$ cat src/rtl/ntt_pkg.sv
// Shared NTT datapath constants and the butterfly operand bundle used across the core.
package ntt_pkg;

  localparam int unsigned Q_DEFAULT     = 7681;
  localparam int unsigned WIDTH_DEFAULT = 32;
  localparam int unsigned TAG_W_DEFAULT = 8;

  // One butterfly's operands plus its sideband tag.
  typedef struct packed {
    logic [WIDTH_DEFAULT-1:0] x;
    logic [WIDTH_DEFAULT-1:0] y;
    logic [WIDTH_DEFAULT-1:0] w;
    logic [TAG_W_DEFAULT-1:0] tag;
  } bfly_t;

endpackage

$ cat src/rtl/Barrett_Reduction.sv
// Combinational (a*b) mod Q for operands already reduced below Q, via Barrett reduction.
module Barrett_Reduction
  import ntt_pkg::*;
#(
  parameter int unsigned WIDTH = WIDTH_DEFAULT,
  parameter int unsigned Q     = Q_DEFAULT
) (
  input  logic [WIDTH-1:0] a_i,
  input  logic [WIDTH-1:0] b_i,
  output logic [WIDTH-1:0] result_o
);

  localparam int unsigned QB = $clog2(Q);
  localparam int unsigned K  = 2 * QB;
  localparam logic [K:0]   MU = (K+1)'((64'd1 << K) / 64'(Q));
  localparam logic [K-1:0] QK = K'(Q);

  logic [QB-1:0]    a_t;
  logic [QB-1:0]    b_t;
  logic [K-1:0]     prod;
  logic [2*K-1:0]   qmul;
  logic [K-1:0]     q_est;
  logic [K-1:0]     qq;
  logic [K-1:0]     r0;
  logic [K-1:0]     r1;
  logic [K-1:0]     r2;

  // Operands are < Q, so only the low QB bits carry information.
  assign a_t   = QB'(a_i);
  assign b_t   = QB'(b_i);
  assign prod  = K'(a_t) * K'(b_t);
  assign qmul  = (2*K)'(prod) * (2*K)'(MU);
  assign q_est = K'(qmul >> K);
  assign qq    = q_est * QK;
  assign r0    = prod - qq;

  // The quotient estimate undershoots by at most two, hence two corrections.
  assign r1 = (r0 >= QK) ? r0 - QK : r0;
  assign r2 = (r1 >= QK) ? r1 - QK : r1;

  assign result_o = WIDTH'(r2);

endmodule

$ cat src/rtl/mod_add_sub.sv
// Combinational modular sum and difference of two residues below Q.
module mod_add_sub
  import ntt_pkg::*;
#(
  parameter int unsigned WIDTH = WIDTH_DEFAULT,
  parameter int unsigned Q     = Q_DEFAULT
) (
  input  logic [WIDTH-1:0] x_i,
  input  logic [WIDTH-1:0] p_i,
  output logic [WIDTH-1:0] sum_o,
  output logic [WIDTH-1:0] diff_o
);

  localparam logic [WIDTH:0] QE = (WIDTH+1)'(Q);

  logic [WIDTH:0] x_e;
  logic [WIDTH:0] p_e;
  logic [WIDTH:0] s;
  logic [WIDTH:0] sum_full;
  logic [WIDTH:0] diff_full;

  assign x_e = {1'b0, x_i};
  assign p_e = {1'b0, p_i};
  assign s   = x_e + p_e;

  assign sum_full  = (s >= QE) ? s - QE : s;
  assign diff_full = (x_e >= p_e) ? x_e - p_e : x_e + QE - p_e;

  assign sum_o  = WIDTH'(sum_full);
  assign diff_o = WIDTH'(diff_full);

endmodule

$ cat src/rtl/ntt_butterfly_pipe.sv
// Three-stage Cooley-Tukey butterfly: (x + w*y) mod Q and (x - w*y) mod Q with valid/ready.
module ntt_butterfly_pipe
  import ntt_pkg::*;
#(
  parameter int unsigned WIDTH = WIDTH_DEFAULT,
  parameter int unsigned Q     = Q_DEFAULT,
  parameter int unsigned TAG_W = TAG_W_DEFAULT
) (
  input  logic             clk,
  input  logic             rst,
  input  logic             in_valid,
  output logic             in_ready,
  input  logic [WIDTH-1:0] in_x,
  input  logic [WIDTH-1:0] in_y,
  input  logic [WIDTH-1:0] in_w,
  input  logic [TAG_W-1:0] in_tag,
  output logic             out_valid,
  input  logic             out_ready,
  output logic [WIDTH-1:0] out_a,
  output logic [WIDTH-1:0] out_b,
  output logic [TAG_W-1:0] out_tag
);

  logic             advance;

  logic             s1_valid_q;
  logic [WIDTH-1:0] s1_x_q;
  logic [WIDTH-1:0] s1_y_q;
  logic [WIDTH-1:0] s1_w_q;
  logic [TAG_W-1:0] s1_tag_q;

  logic             s2_valid_q;
  logic [WIDTH-1:0] s2_x_q;
  logic [WIDTH-1:0] s2_p_q;
  logic [TAG_W-1:0] s2_tag_q;

  logic             out_valid_q;
  logic [WIDTH-1:0] out_a_q;
  logic [WIDTH-1:0] out_b_q;
  logic [TAG_W-1:0] out_tag_q;

  logic [WIDTH-1:0] p_d;
  logic [WIDTH-1:0] sum_d;
  logic [WIDTH-1:0] diff_d;

  // Whole pipeline moves as one; a held output freezes every stage behind it.
  assign advance  = !out_valid_q || out_ready;
  assign in_ready = advance;

  Barrett_Reduction #(
    .WIDTH (WIDTH),
    .Q     (Q)
  ) u_barrett (
    .a_i      (s1_w_q),
    .b_i      (s1_y_q),
    .result_o (p_d)
  );

  mod_add_sub #(
    .WIDTH (WIDTH),
    .Q     (Q)
  ) u_add_sub (
    .x_i    (s2_x_q),
    .p_i    (s2_p_q),
    .sum_o  (sum_d),
    .diff_o (diff_d)
  );

  always_ff @(posedge clk or posedge rst) begin
    if (rst) begin
      s1_valid_q <= 1'b0;
      s1_x_q     <= '0;
      s1_y_q     <= '0;
      s1_w_q     <= '0;
      s1_tag_q   <= '0;
    end else if (advance) begin
      s1_valid_q <= in_valid;
      s1_x_q     <= in_x;
      s1_y_q     <= in_y;
      s1_w_q     <= in_w;
      s1_tag_q   <= in_tag;
    end
  end

  always_ff @(posedge clk or posedge rst) begin
    if (rst) begin
      s2_valid_q <= 1'b0;
      s2_x_q     <= '0;
      s2_p_q     <= '0;
      s2_tag_q   <= '0;
    end else if (advance) begin
      s2_valid_q <= s1_valid_q;
      s2_x_q     <= s1_x_q;
      s2_p_q     <= p_d;
      s2_tag_q   <= s1_tag_q;
    end
  end

  always_ff @(posedge clk or posedge rst) begin
    if (rst) begin
      out_valid_q <= 1'b0;
      out_a_q     <= '0;
      out_b_q     <= '0;
      out_tag_q   <= '0;
    end else if (advance) begin
      out_valid_q <= s2_valid_q;
      out_a_q     <= sum_d;
      out_b_q     <= diff_d;
      out_tag_q   <= s2_tag_q;
    end
  end

  assign out_valid = out_valid_q;
  assign out_a     = out_a_q;
  assign out_b     = out_b_q;
  assign out_tag   = out_tag_q;

endmodule

$ cat config.mk
export PLATFORM = sky130hd
export DESIGN_NAME = ntt_butterfly_pipe
export DESIGN_NICKNAME = d
export VERILOG_FILES = /design/src/rtl/ntt_pkg.sv /design/src/rtl/Barrett_Reduction.sv /design/src/rtl/mod_add_sub.sv /design/src/rtl/ntt_butterfly_pipe.sv
export SDC_FILE = /design/constraint.sdc
export NUM_CORES = 1
export LEC_CHECK = 0
export ABC_AREA = 0
export CORE_MARGIN = 2
export CORE_UTILIZATION = 35
export CTS_BUF_LIST = sky130_fd_sc_hd__clkbuf_8
export CTS_CLUSTER_SIZE = 10
export DETAILED_ROUTE_END_ITERATION = 10
export GPL_TIMING_DRIVEN = 1
export PLACE_DENSITY_LB_ADDON = 0.1
export SLEW_MARGIN = 15
export SYNTH_ARGS = -nofsm -noshare
export SYNTH_HDL_FRONTEND = slang
export SYNTH_SLANG_ARGS = --single-unit
$ cat constraint.sdc
create_clock -name clk -period 21.9 [get_ports clk]
set_input_delay 3.285 -clock clk [delete_from_list [all_inputs] [get_ports clk]]
set_output_delay 3.285 -clock clk [all_outputs]
set_load 0.05 [all_outputs]
# Word level (Yosys, flattened, before mapping)
# Cells that the tools add are included.
classes:
  order_cmp: 4
  reduce_logical: 2
  mux: 4
  shift: 0
  bitwise: 0
  add_sub_neg: 8
  n_eq_ne: 0
  div: 0
  mul: 3
ops:
  columns: ["cell", "n"]
  rows:
  - ["2-to-1 mux 32 bit", 2]
  - ["subtractor 32 x 26 -> 32 bit", 2]
  - ["greater-or-equal comparator 26 x 13 -> 1 bit, second input constant", 2]
  - ["2-to-1 mux 26 bit", 2]
  - ["subtractor 26 x 13 -> 26 bit, second input constant", 2]
  - ["multiplier 26 x 9 -> 35 bit, second input constant", 1]
  - ["adder 32 x 26 -> 33 bit", 1]
  - ["greater-or-equal comparator 33 x 13 -> 1 bit, second input constant", 1]
  - ["adder 32 x 13 -> 32 bit, second input constant", 1]
  - ["greater-or-equal comparator 32 x 26 -> 1 bit", 1]
  - ["subtractor 32 x 13 -> 32 bit, second input constant", 1]
  - ["multiplier 13 x 13 -> 26 bit", 1]
  - ["multiplier 14 x 13 -> 26 bit, second input constant", 1]
  - ["subtractor 26 bit", 1]
  - ["zero test 1 bit", 1]
  - ["logical OR 1 bit", 1]
totals:
  mem_bits_rw: 0
  output_inout_bits: 74
  inputBits: 108
  mem_bits_ro: 0
  register_bits: 207
  mem_count: 0
  latch_bits: 0

# Longest topological paths before layout
# Gate-level depths: netlist of the first run.
depth:
  ltp_word: 8
  depth_mapped: 80

# Modules after synthesis
# Synthesis of the first run repeated with hierarchy kept, for this count alone.
hier_totals:
  hier_cells: 3202
  area_unflattened_um2: 30658.2
modules_own_cells:
  columns: ["mod", "seq_area_each_um2", "cells_each", "area_per_inst_um2", "instances"]
  rows:
  - ["Barrett_Reduction", 0.0, 1673, 13445.4, 1]
  - ["ntt_butterfly_pipe", 6281.0, 532, 10059.6, 1]
  - ["mod_add_sub", 0.0, 997, 7153.1, 1]

# Least setup slack after synthesis of the first run
# No wires, ideal clock.
synth_timing:
  path_type: "flip-flop to flip-flop"
  from: "register s1_w_q[5]"
  to: "register s2_p_q[11]"
  setup_slack_ps: 5818
  t_arrival_ps: 15952
  synth_period_minus_slack_ps: 16082
  path_buffers: 3
  required_ps: 21770
  path_stages_with_launch: 76
  cell_sequence: "dfrtp_1 clkbuf_1 and2_1 fa_1 inv_1 fa_1 inv_1 fa_1 inv_1 fa_1 fa_1 inv_1 ha_1 inv_1 o21bai_1 a21oi_1 o21bai_1 a21oi_1 [... 40 more ...] xnor2_1 xnor2_1 inv_1 or4_1 and4_1 and3_1 o31a_1 mux2_2 buf_2 a2111oi_0 xnor2_1 nor2b_1 nand4_2 or3_4 buf_6 nor3b_2 xnor2_1 o21ai_1"
synth_via:
  elab_chain_cells: 8
synth_rtl:
  columns: ["item", "line_no", "source"]
  rows:
  - ["start, declared", "ntt_butterfly_pipe.sv:29", "logic [WIDTH-1:0] s1_w_q;"]
  - ["start signal, assigned", "ntt_butterfly_pipe.sv:80", "s1_w_q <= in_w;"]
  - ["multiplier 13 x 13 -> 26 bit (*)", "Barrett_Reduction.sv:31", "assign prod = K'(a_t) * K'(b_t);"]
  - ["multiplier 26 x 9 -> 35 bit", "Barrett_Reduction.sv:32", "assign qmul = (2*K)'(prod) * (2*K)'(MU);"]
  - ["multiplier 14 x 13 -> 26 bit", "Barrett_Reduction.sv:34", "assign qq = q_est * QK;"]
  - ["subtractor 26 bit (*)", "Barrett_Reduction.sv:35", "assign r0 = prod - qq;"]
  - ["subtractor 26 x 13 -> 26 bit / greater-or-equal comparator 26 x 13 -> 1 bit (equally long branches)", "Barrett_Reduction.sv:38", "assign r1 = (r0 >= QK) ? r0 - QK : r0;"]
  - ["2-to-1 mux 26 bit (*)", "Barrett_Reduction.sv:38", null]
  - ["subtractor 26 x 13 -> 26 bit / greater-or-equal comparator 26 x 13 -> 1 bit (equally long branches)", "Barrett_Reduction.sv:39", "assign r2 = (r1 >= QK) ? r1 - QK : r1;"]
  - ["2-to-1 mux 26 bit (*)", "Barrett_Reduction.sv:39", null]
  - ["end signal, assigned", "ntt_butterfly_pipe.sv:94", "s2_p_q <= p_d;"]
  - ["end, declared", "ntt_butterfly_pipe.sv:34", "logic [WIDTH-1:0] s2_p_q;"]
# Every way passes the cells marked *; elsewhere a longest branch is shown, timed or not.
# A chain may end at the register's enable or synchronous reset.

# Worst setup path after layout of the first run
layout_timing:
  from: "register s1_w_q[2]"
  to: "register s2_p_q[7]"
# Same word-level chain as after synthesis.

==> results of run 1 <==
-- cell usage in the layout, fill, tap and decap left out, types with 51 or more instances in the layout --
cell type | netlist | layout
sky130_fd_sc_hd__xnor2_1 | 149 | 149
sky130_fd_sc_hd__fa_1 | 196 | 196
sky130_fd_sc_hd__o21ai_0 | 129 | 129
sky130_fd_sc_hd__inv_1 | 458 | 473
sky130_fd_sc_hd__and2_1 | 92 | 92
sky130_fd_sc_hd__xor2_1 | 65 | 65
sky130_fd_sc_hd__a21oi_1 | 190 | 190
sky130_fd_sc_hd__clkdlybuf4s50_1 | 0 | 143
sky130_fd_sc_hd__clkbuf_8 | 0 | 51
sky130_fd_sc_hd__dfrtp_1 | 207 | 207
sky130_fd_sc_hd__nand2_1 | 521 | 521
sky130_fd_sc_hd__nor2_1 | 192 | 192
sky130_fd_sc_hd__ha_1 | 336 | 336
-- per-stage QoR --
stage	setup WS, ns	utilization [%]	std cells	instance area (um2)
6_report	3.246	39.42	4262	29250
5_1_grt	1.724	39.42	4261	29250
4_1_cts	3.204	39.41	4260	29240
3_5_place_dp	3.239	38.30	4187	28410
3_3_place_gp	3.517	38.30	4187	28410
2_1_floorplan	5.818	-	3185	26140
-- final timing paths --
path	end	slack [ns]	cells after the start
worst max register to register	s2_p_q[7]$_DFFE_PP0P_	3.25	71
worst min register to register	s2_x_q[10]$_DFFE_PP0P_	0.42	2
min in group asynchronous	out_a[22]$_DFFE_PP0P_	3.20	2
worst max-delay path	s2_p_q[7]$_DFFE_PP0P_	3.25	71
max in group asynchronous	s2_x_q[15]$_DFFE_PP0P_	17.32	3
worst min-delay path	s2_x_q[10]$_DFFE_PP0P_	0.42	2
-- routing by layer --
metal | wire (um) | part of all wire (%)
met1 | 31150 | 44
met3 | 1922 | 2.7
met4 | 1560 | 2.2
met2 | 36190 | 51
met5 | 0 | 0
-- sequential cells by signal (all words and copies together), names as in the netlist --
register / cells
s2_x_q: 32
s2_tag_q: 8
s1_valid_q: 1
s1_x_q: 32
s1_y_q: 13
s1_w_q: 13
s1_tag_q: 8
out_tag: 8
out_b: 32
out_valid: 1
s2_valid_q: 1
out_a: 32
s2_p_q: 26
-- worst reg2reg max path, delay by kind of cell (launching register included) --
| kind | cells | cell delay (ns) |
|---|---|---|
| adder cells (fa/ha/maj) | 14 | 5.70 |
| flip-flops | 1 | 0.60 |
| multiplexers | 1 | 0.28 |
| XOR/XNOR | 6 | 1.95 |
| AND/OR/NAND/NOR | 14 | 3.63 |
| AO/OA/AOI/OAI | 31 | 5.77 |
| buffers and inverters | 5 | 0.56 |
-- final cells by class --
type	instances	area (um2)	area share [%]
multi-input cells	2398	18760	64.14
flip-flops and latches	207	5180	17.71
inverters	460	1742	5.955
repair buffers	153	1519	5.193
well taps	969	1212	4.145
clock buffers	51	701.9	2.400
clock inverters	22	127.6	0.4363
diodes	2	5.005	0.01711
-- kinds of logic after synthesis --
kind of cell,count (synthesis),share of synthesized area [%]
xor+xnor,215,7.277
simple gates,1066,18.89
fa+ha+maj,533,31.14
mux,26,1.044
compound gates,558,13.39
buf+inv,580,8.450
flops,207,19.82
==> run_summary.xml, run 1 <==
<?xml version="1.0" encoding="UTF-8"?>
<metrics>
  <group name="clocking">
    <metric name="clock-sinks" unit="">207</metric>
    <metric name="cts-buffers-inserted" unit="">41</metric>
    <metric name="cts.hold.buffers_added" unit="">0</metric>
    <metric name="clock_tree.buffer_depth" unit="">3</metric>
    <metric name="clock_pin_slew_reported_for_the_worst_setup_and_hold_paths_after_clock_tree_synthesis" unit="ns">0.06</metric>
    <metric name="cts-root-buf" unit="">sky130_fd_sc_hd__clkbuf_8</metric>
    <metric name="clkLatencyLatePin" unit="ns">0.61</metric>
    <metric name="cts_resized" unit="">0</metric>
    <metric name="clock_tree.htree_level_count" unit="">2</metric>
    <metric name="postCtsSetupRepairBufs" unit="">0</metric>
    <metric name="clock_tree_from_tritoncts" unit="">done</metric>
  </group>
  <group name="global_routing">
    <metric name="use_met1" unit="%">23.29</metric>
    <metric name="use_met3" unit="%">1.676</metric>
    <metric name="global_route_wire_length_before_repair" unit="mm">115.4</metric>
    <metric name="maximum_number_of_pins_on_one_net_before_global_route_repair" unit="">159</metric>
    <metric name="groute.layer.met2.usage" unit="%">33.71</metric>
    <metric name="global_route.peak_usage_layer" unit="">met2</metric>
    <metric name="groute.usage.overall" unit="%">18.45</metric>
    <metric name="number_of_global_route_vias_before_repair" unit="">21850</metric>
    <metric name="grt_antenna_before_repair" unit="">2</metric>
    <metric name="grt_overflow" unit="">0</metric>
  </group>
  <group name="synthesis">
    <metric name="synth_commonest_cells" unit="">sky130_fd_sc_hd__nand2_1 (521), sky130_fd_sc_hd__inv_1 (458), sky130_fd_sc_hd__ha_1 (336), sky130_fd_sc_hd__dfrtp_1 (207), sky130_fd_sc_hd__fa_1 (196)</metric>
    <metric name="postSynthNetCount" unit="">3825</metric>
    <metric name="synth-edff-count" unit="">0</metric>
    <metric name="most_frequently_used_flop_master_after_synthesis" unit="">sky130_fd_sc_hd__dfrtp_1</metric>
    <metric name="most_frequent_cell_after_synthesis" unit="">sky130_fd_sc_hd__nand2_1</metric>
    <metric name="asyncSetResetFlopFracSynth" unit="%">100.0</metric>
    <metric name="biggest_area_consumer_among_synthesized_cells" unit="">sky130_fd_sc_hd__dfrtp_1</metric>
    <metric name="synth_cell_type_count" unit="">94</metric>
    <metric name="synth-seq-cells" unit="">207</metric>
    <metric name="synth_area_leaders" unit="">sky130_fd_sc_hd__dfrtp_1 (20%), sky130_fd_sc_hd__ha_1 (16%), sky130_fd_sc_hd__fa_1 (15%)</metric>
    <metric name="postSynthCellCount" unit="">3185</metric>
    <metric name="yosysTopAreaCellShare" unit="%">19.82</metric>
    <metric name="synth-seq-area-share" unit="%">19.82</metric>
    <metric name="syn-cell-area" unit="um2">26140</metric>
    <metric name="syn-mean-instance-area" unit="um2">8.206</metric>
    <metric name="yosysWarnings" unit="">0</metric>
  </group>
  <group name="timing">
    <metric name="worst-slew-pin-transition" unit="ns">1.038</metric>
    <metric name="finalSetupViolCount" unit="">0</metric>
    <metric name="rsz_0062_raised_after_global_routing" unit="">no</metric>
    <metric name="slew_viol_final" unit="">0</metric>
    <metric name="period_needed" unit="ns">18.65</metric>
    <metric name="finalSetupTns" unit="ns">0</metric>
    <metric name="worst_slew_margin_rel" unit="%">29.69</metric>
    <metric name="hold_viol_final" unit="">0</metric>
    <metric name="final.period_utilization" unit="%">85.18</metric>
    <metric name="hold-worst-slack" unit="ns">0.4233</metric>
    <metric name="max_freq" unit="GHz">0.05361</metric>
    <metric name="finClkSkew" unit="ns">0.05974</metric>
  </group>
  <group name="critical_path">
    <metric name="cp_num_buf_inv" unit="">5</metric>
    <metric name="reg2reg_from" unit="">s1_w_q[2]$_DFFE_PP0P_</metric>
    <metric name="endpoint_kind" unit="">flip-flop</metric>
    <metric name="timing.critical_path.mode_cell" unit="">sky130_fd_sc_hd__a21oi_1</metric>
    <metric name="setup.worst_path.class" unit="">flip-flop to flip-flop</metric>
    <metric name="crit_path_start" unit="">s1_w_q[2]$_DFFE_PP0P_</metric>
    <metric name="timing.critical_path.fanout_max" unit="">14</metric>
    <metric name="start_kind" unit="">flip-flop</metric>
    <metric name="critical_path_arrival" unit="ns">19.08</metric>
    <metric name="worst_path_dominant_cell_family" unit="">compound AO/OA/AOI/OAI gates</metric>
    <metric name="crit_path_max_incr_delay" unit="ns">0.61</metric>
    <metric name="worst_path_max_delay_cell" unit="">sky130_fd_sc_hd__xor2_1</metric>
    <metric name="critPathRequiredTime" unit="ns">22.33</metric>
  </group>
  <group name="run_status">
    <metric name="run_status" unit="">completed</metric>
  </group>
  <group name="route">
    <metric name="finalWirelength" unit="mm">70.82</metric>
    <metric name="antenna_violating_nets_post_route" unit="">0</metric>
    <metric name="first_pass_iters" unit="">6</metric>
    <metric name="number_of_vias_after_detailed_routing" unit="">21440</metric>
    <metric name="avgRoutedWirePerCell" unit="um">16.62</metric>
    <metric name="drcViolationCount" unit="">0</metric>
    <metric name="route.detailed.vias_per_inst" unit="">5.029</metric>
    <metric name="drc_marker_count_from_the_first_detailed_route_iteration" unit="">1174</metric>
  </group>
  <group name="die">
    <metric name="overall_die_width" unit="um">277.3</metric>
    <metric name="std_cell_rows" unit="">100</metric>
    <metric name="core-area" unit="um2">74200</metric>
    <metric name="start_util" unit="%">35.22</metric>
    <metric name="die_height" unit="um">277.3</metric>
    <metric name="fp.dieArea" unit="um2">76870</metric>
    <metric name="floorplan.io_pins" unit="">182</metric>
  </group>
  <group name="placement">
    <metric name="place_congestion" unit="">0.8802</metric>
    <metric name="place_hpwl" unit="mm">56.62</metric>
    <metric name="port_buffers" unit="">143</metric>
  </group>
  <group name="job">
    <metric name="max_cap_violation_count" unit="">0</metric>
  </group>
  <group name="final_layout">
    <metric name="layout.nets" unit="">3901</metric>
    <metric name="area_growth_syn_to_layout" unit="%">11.91</metric>
    <metric name="fillerInstances" unit="">7691</metric>
    <metric name="drive_gt1_share" unit="%">3.403</metric>
  </group>
  <group name="min_path">
    <metric name="timing.hold.worst.start" unit="">s1_x_q[10]$_DFFE_PP0P_</metric>
    <metric name="hold_path.class" unit="">flip-flop to flip-flop</metric>
  </group>
</metrics>
Power of run 1 is left out: the tool's default activity adds up to more than one toggle a clock period on the data nets, which glitch-free logic cannot reach.
==> run 2, diff against run 1 <==
Settings changed: DONT_BUFFER_PORTS from default to 1, PLACE_DENSITY_LB_ADDON 0.1 to 0.12.
==> run 2 against run 1 <==
  * Critical path depth stayed put
  * Hold slack gained 0.032 ns
  * Cell area fell by 4.5%
  * Setup slack improved by 0.044 ns
  * Clock-buffer cell count up 1
==> run_summary.xml, run 2 (synthesized netlist as in run 1, its figures left out) <==
<?xml version="1.0" encoding="UTF-8"?>
<metrics>
  <group name="run_status">
    <metric name="run_status" unit="">completed</metric>
  </group>
  <group name="clocking">
    <metric name="clock_tree.buffer_depth" unit="">3</metric>
    <metric name="cts.hold.buffers_added" unit="">0</metric>
    <metric name="cts_resized" unit="">0</metric>
    <metric name="clock-sinks" unit="">207</metric>
    <metric name="postCtsSetupRepairBufs" unit="">0</metric>
    <metric name="cts-buffers-inserted" unit="">42</metric>
    <metric name="clock_tree_from_tritoncts" unit="">done</metric>
    <metric name="clkLatencyLatePin" unit="ns">0.64</metric>
    <metric name="clock_pin_slew_reported_for_the_worst_setup_and_hold_paths_after_clock_tree_synthesis" unit="ns">0.06</metric>
    <metric name="cts-root-buf" unit="">sky130_fd_sc_hd__clkbuf_8</metric>
    <metric name="clock_tree.htree_level_count" unit="">2</metric>
  </group>
  <group name="route">
    <metric name="finalWirelength" unit="mm">71.16</metric>
    <metric name="number_of_vias_after_detailed_routing" unit="">21040</metric>
    <metric name="avgRoutedWirePerCell" unit="um">17.27</metric>
    <metric name="route.detailed.vias_per_inst" unit="">5.107</metric>
    <metric name="drc_marker_count_from_the_first_detailed_route_iteration" unit="">1071</metric>
    <metric name="antenna_violating_nets_post_route" unit="">0</metric>
    <metric name="first_pass_iters" unit="">8</metric>
    <metric name="drcViolationCount" unit="">0</metric>
  </group>
  <group name="placement">
    <metric name="place_congestion" unit="">0.8902</metric>
    <metric name="place_hpwl" unit="mm">57.06</metric>
    <metric name="port_buffers" unit="">0</metric>
    <metric name="preCtsSetupSlack" unit="ns">3.150</metric>
  </group>
  <group name="final_layout">
    <metric name="multi_input_comb_area" unit="um2">18760</metric>
    <metric name="ff_latch_area" unit="um2">5180</metric>
    <metric name="fillerInstances" unit="">7719</metric>
    <metric name="layout.nets" unit="">3761</metric>
    <metric name="mostFrequentLayoutCells" unit="">sky130_fd_sc_hd__nand2_1 (521), sky130_fd_sc_hd__inv_1 (465), sky130_fd_sc_hd__ha_1 (336)</metric>
    <metric name="final_common_cell" unit="">sky130_fd_sc_hd__nand2_1</metric>
    <metric name="area_growth_syn_to_layout" unit="%">6.928</metric>
    <metric name="drive_gt1_share" unit="%">3.873</metric>
  </group>
  <group name="min_path">
    <metric name="worstHoldPathCells" unit="">2</metric>
    <metric name="timing.hold.worst.start" unit="">s2_valid_q$_DFFE_PP0P_</metric>
    <metric name="hold_path.class" unit="">flip-flop to flip-flop</metric>
    <metric name="hold_end" unit="">s2_valid_q$_DFFE_PP0P_</metric>
  </group>
  <group name="global_routing">
    <metric name="grt_antenna_before_repair" unit="">5</metric>
    <metric name="grt_overflow" unit="">0</metric>
    <metric name="groute.usage.overall" unit="%">18.55</metric>
    <metric name="global_route_wire_length_before_repair" unit="mm">115.2</metric>
    <metric name="number_of_global_route_vias_before_repair" unit="">21470</metric>
    <metric name="maximum_number_of_pins_on_one_net_before_global_route_repair" unit="">101</metric>
  </group>
  <group name="critical_path">
    <metric name="timing.critical_path.fanout_max" unit="">14</metric>
    <metric name="crit-reg2reg-capture" unit="">s2_p_q[7]$_DFFE_PP0P_</metric>
    <metric name="reg2reg_from" unit="">s1_y_q[3]$_DFFE_PP0P_</metric>
    <metric name="setup.worst_path.class" unit="">flip-flop to flip-flop</metric>
    <metric name="start_kind" unit="">flip-flop</metric>
    <metric name="worst_path_max_delay_cell" unit="">sky130_fd_sc_hd__xor2_1</metric>
    <metric name="critical_path_arrival" unit="ns">19.05</metric>
    <metric name="endpoint_kind" unit="">flip-flop</metric>
    <metric name="reg2reg_slack" unit="ns">3.29</metric>
    <metric name="crit_path_max_incr_delay" unit="ns">0.59</metric>
    <metric name="timing.critical_path.mode_cell" unit="">sky130_fd_sc_hd__a21oi_1</metric>
    <metric name="critPathRequiredTime" unit="ns">22.34</metric>
    <metric name="worstRegToRegCells" unit="">71</metric>
  </group>
  <group name="die">
    <metric name="fp.dieArea" unit="um2">76870</metric>
    <metric name="die_height" unit="um">277.3</metric>
    <metric name="floorplan.io_pins" unit="">182</metric>
    <metric name="overall_die_width" unit="um">277.3</metric>
    <metric name="start_util" unit="%">35.22</metric>
    <metric name="std_cell_rows" unit="">100</metric>
    <metric name="core-area" unit="um2">74200</metric>
  </group>
  <group name="timing">
    <metric name="worst_slew_margin_rel" unit="%">25.14</metric>
    <metric name="hold_viol_final" unit="">0</metric>
    <metric name="rsz_0062_raised_after_global_routing" unit="">no</metric>
    <metric name="finClkSkew" unit="ns">0.04799</metric>
    <metric name="hold-worst-slack" unit="ns">0.4555</metric>
    <metric name="max_freq" unit="GHz">0.05373</metric>
    <metric name="finalSetupTns" unit="ns">0</metric>
    <metric name="period_needed" unit="ns">18.61</metric>
    <metric name="finalSetupViolCount" unit="">0</metric>
    <metric name="slew_viol_final" unit="">0</metric>
    <metric name="worst-slew-pin-transition" unit="ns">1.113</metric>
    <metric name="final.period_utilization" unit="%">84.98</metric>
    <metric name="final_critical_path_setup_slack" unit="ns">3.290</metric>
  </group>
  <group name="job">
    <metric name="max_cap_violation_count" unit="">0</metric>
  </group>
</metrics>
-- run 2: through the flow --
stage	area, um2	util (%)	cells
6_report	27950	37.66	4120
3_3_place_gp	26980	36.37	4046
2_1_floorplan	26140	-	3185
4_1_cts	27940	37.66	4119
3_5_place_dp	26980	36.37	4046
5_1_grt	27950	37.66	4120
-- run 2: final cells by class --
cell class | instances | area share (%)
multi-input cells | 2398 | 67.13
inverters | 460 | 6.232
well taps | 969 | 4.338
flip-flops and latches | 207 | 18.54
clock buffers | 52 | 2.561
clock inverters | 21 | 0.8686
diodes | 1 | 0.008955
repair buffers | 12 | 0.3224
-- run 2: how the worst max path moves through the flow --
| stage | from | end | cells past startpoint |
|---|---|---|---|
| final | s1_y_q[3]$_DFFE_PP0P_ | s2_p_q[7]$_DFFE_PP0P_ | 71 |
| after global routing | s1_y_q[3]$_DFFE_PP0P_ | s2_p_q[7]$_DFFE_PP0P_ | 71 |
| after CTS | s1_w_q[2]$_DFFE_PP0P_ | s2_p_q[7]$_DFFE_PP0P_ | 67 |
| after detailed placement | s1_w_q[2]$_DFFE_PP0P_ | s2_p_q[7]$_DFFE_PP0P_ | 71 |
| after global placement | s1_w_q[2]$_DFFE_PP0P_ | s2_p_q[7]$_DFFE_PP0P_ | 67 |
| after floorplan | s1_w_q[5]$_DFFE_PP0P_ | s2_p_q[11]$_DFFE_PP0P_ | 75 |
-- run 2: critical path: cells and delay by family (launching register included) --
kind	cells	cell delay [ns]
muxes	1	0.28
DFF	1	0.57
xor gates and xnor gates	6	1.91
AOI/OAI and AO/OA	31	5.86
buffers and inverters	5	0.54
and+or+nand+nor	14	3.62
adders and majority gates	14	5.64
-- run 2: routing by layer --
metal | part of all wire [%] | wire length (um) | track usage (%) | vias up
met5 | 0.048 | 34 | 0 | -
met1 | 44 | 31120 | 23.10 | 10310
met4 | 2.2 | 1543 | 4.640 | 6
met2 | 51 | 36140 | 33.62 | 336
li1 | - | - | - | 10290
met3 | 3.3 | 2326 | 2.493 | 96
Power of run 2 is left out for the same reason.
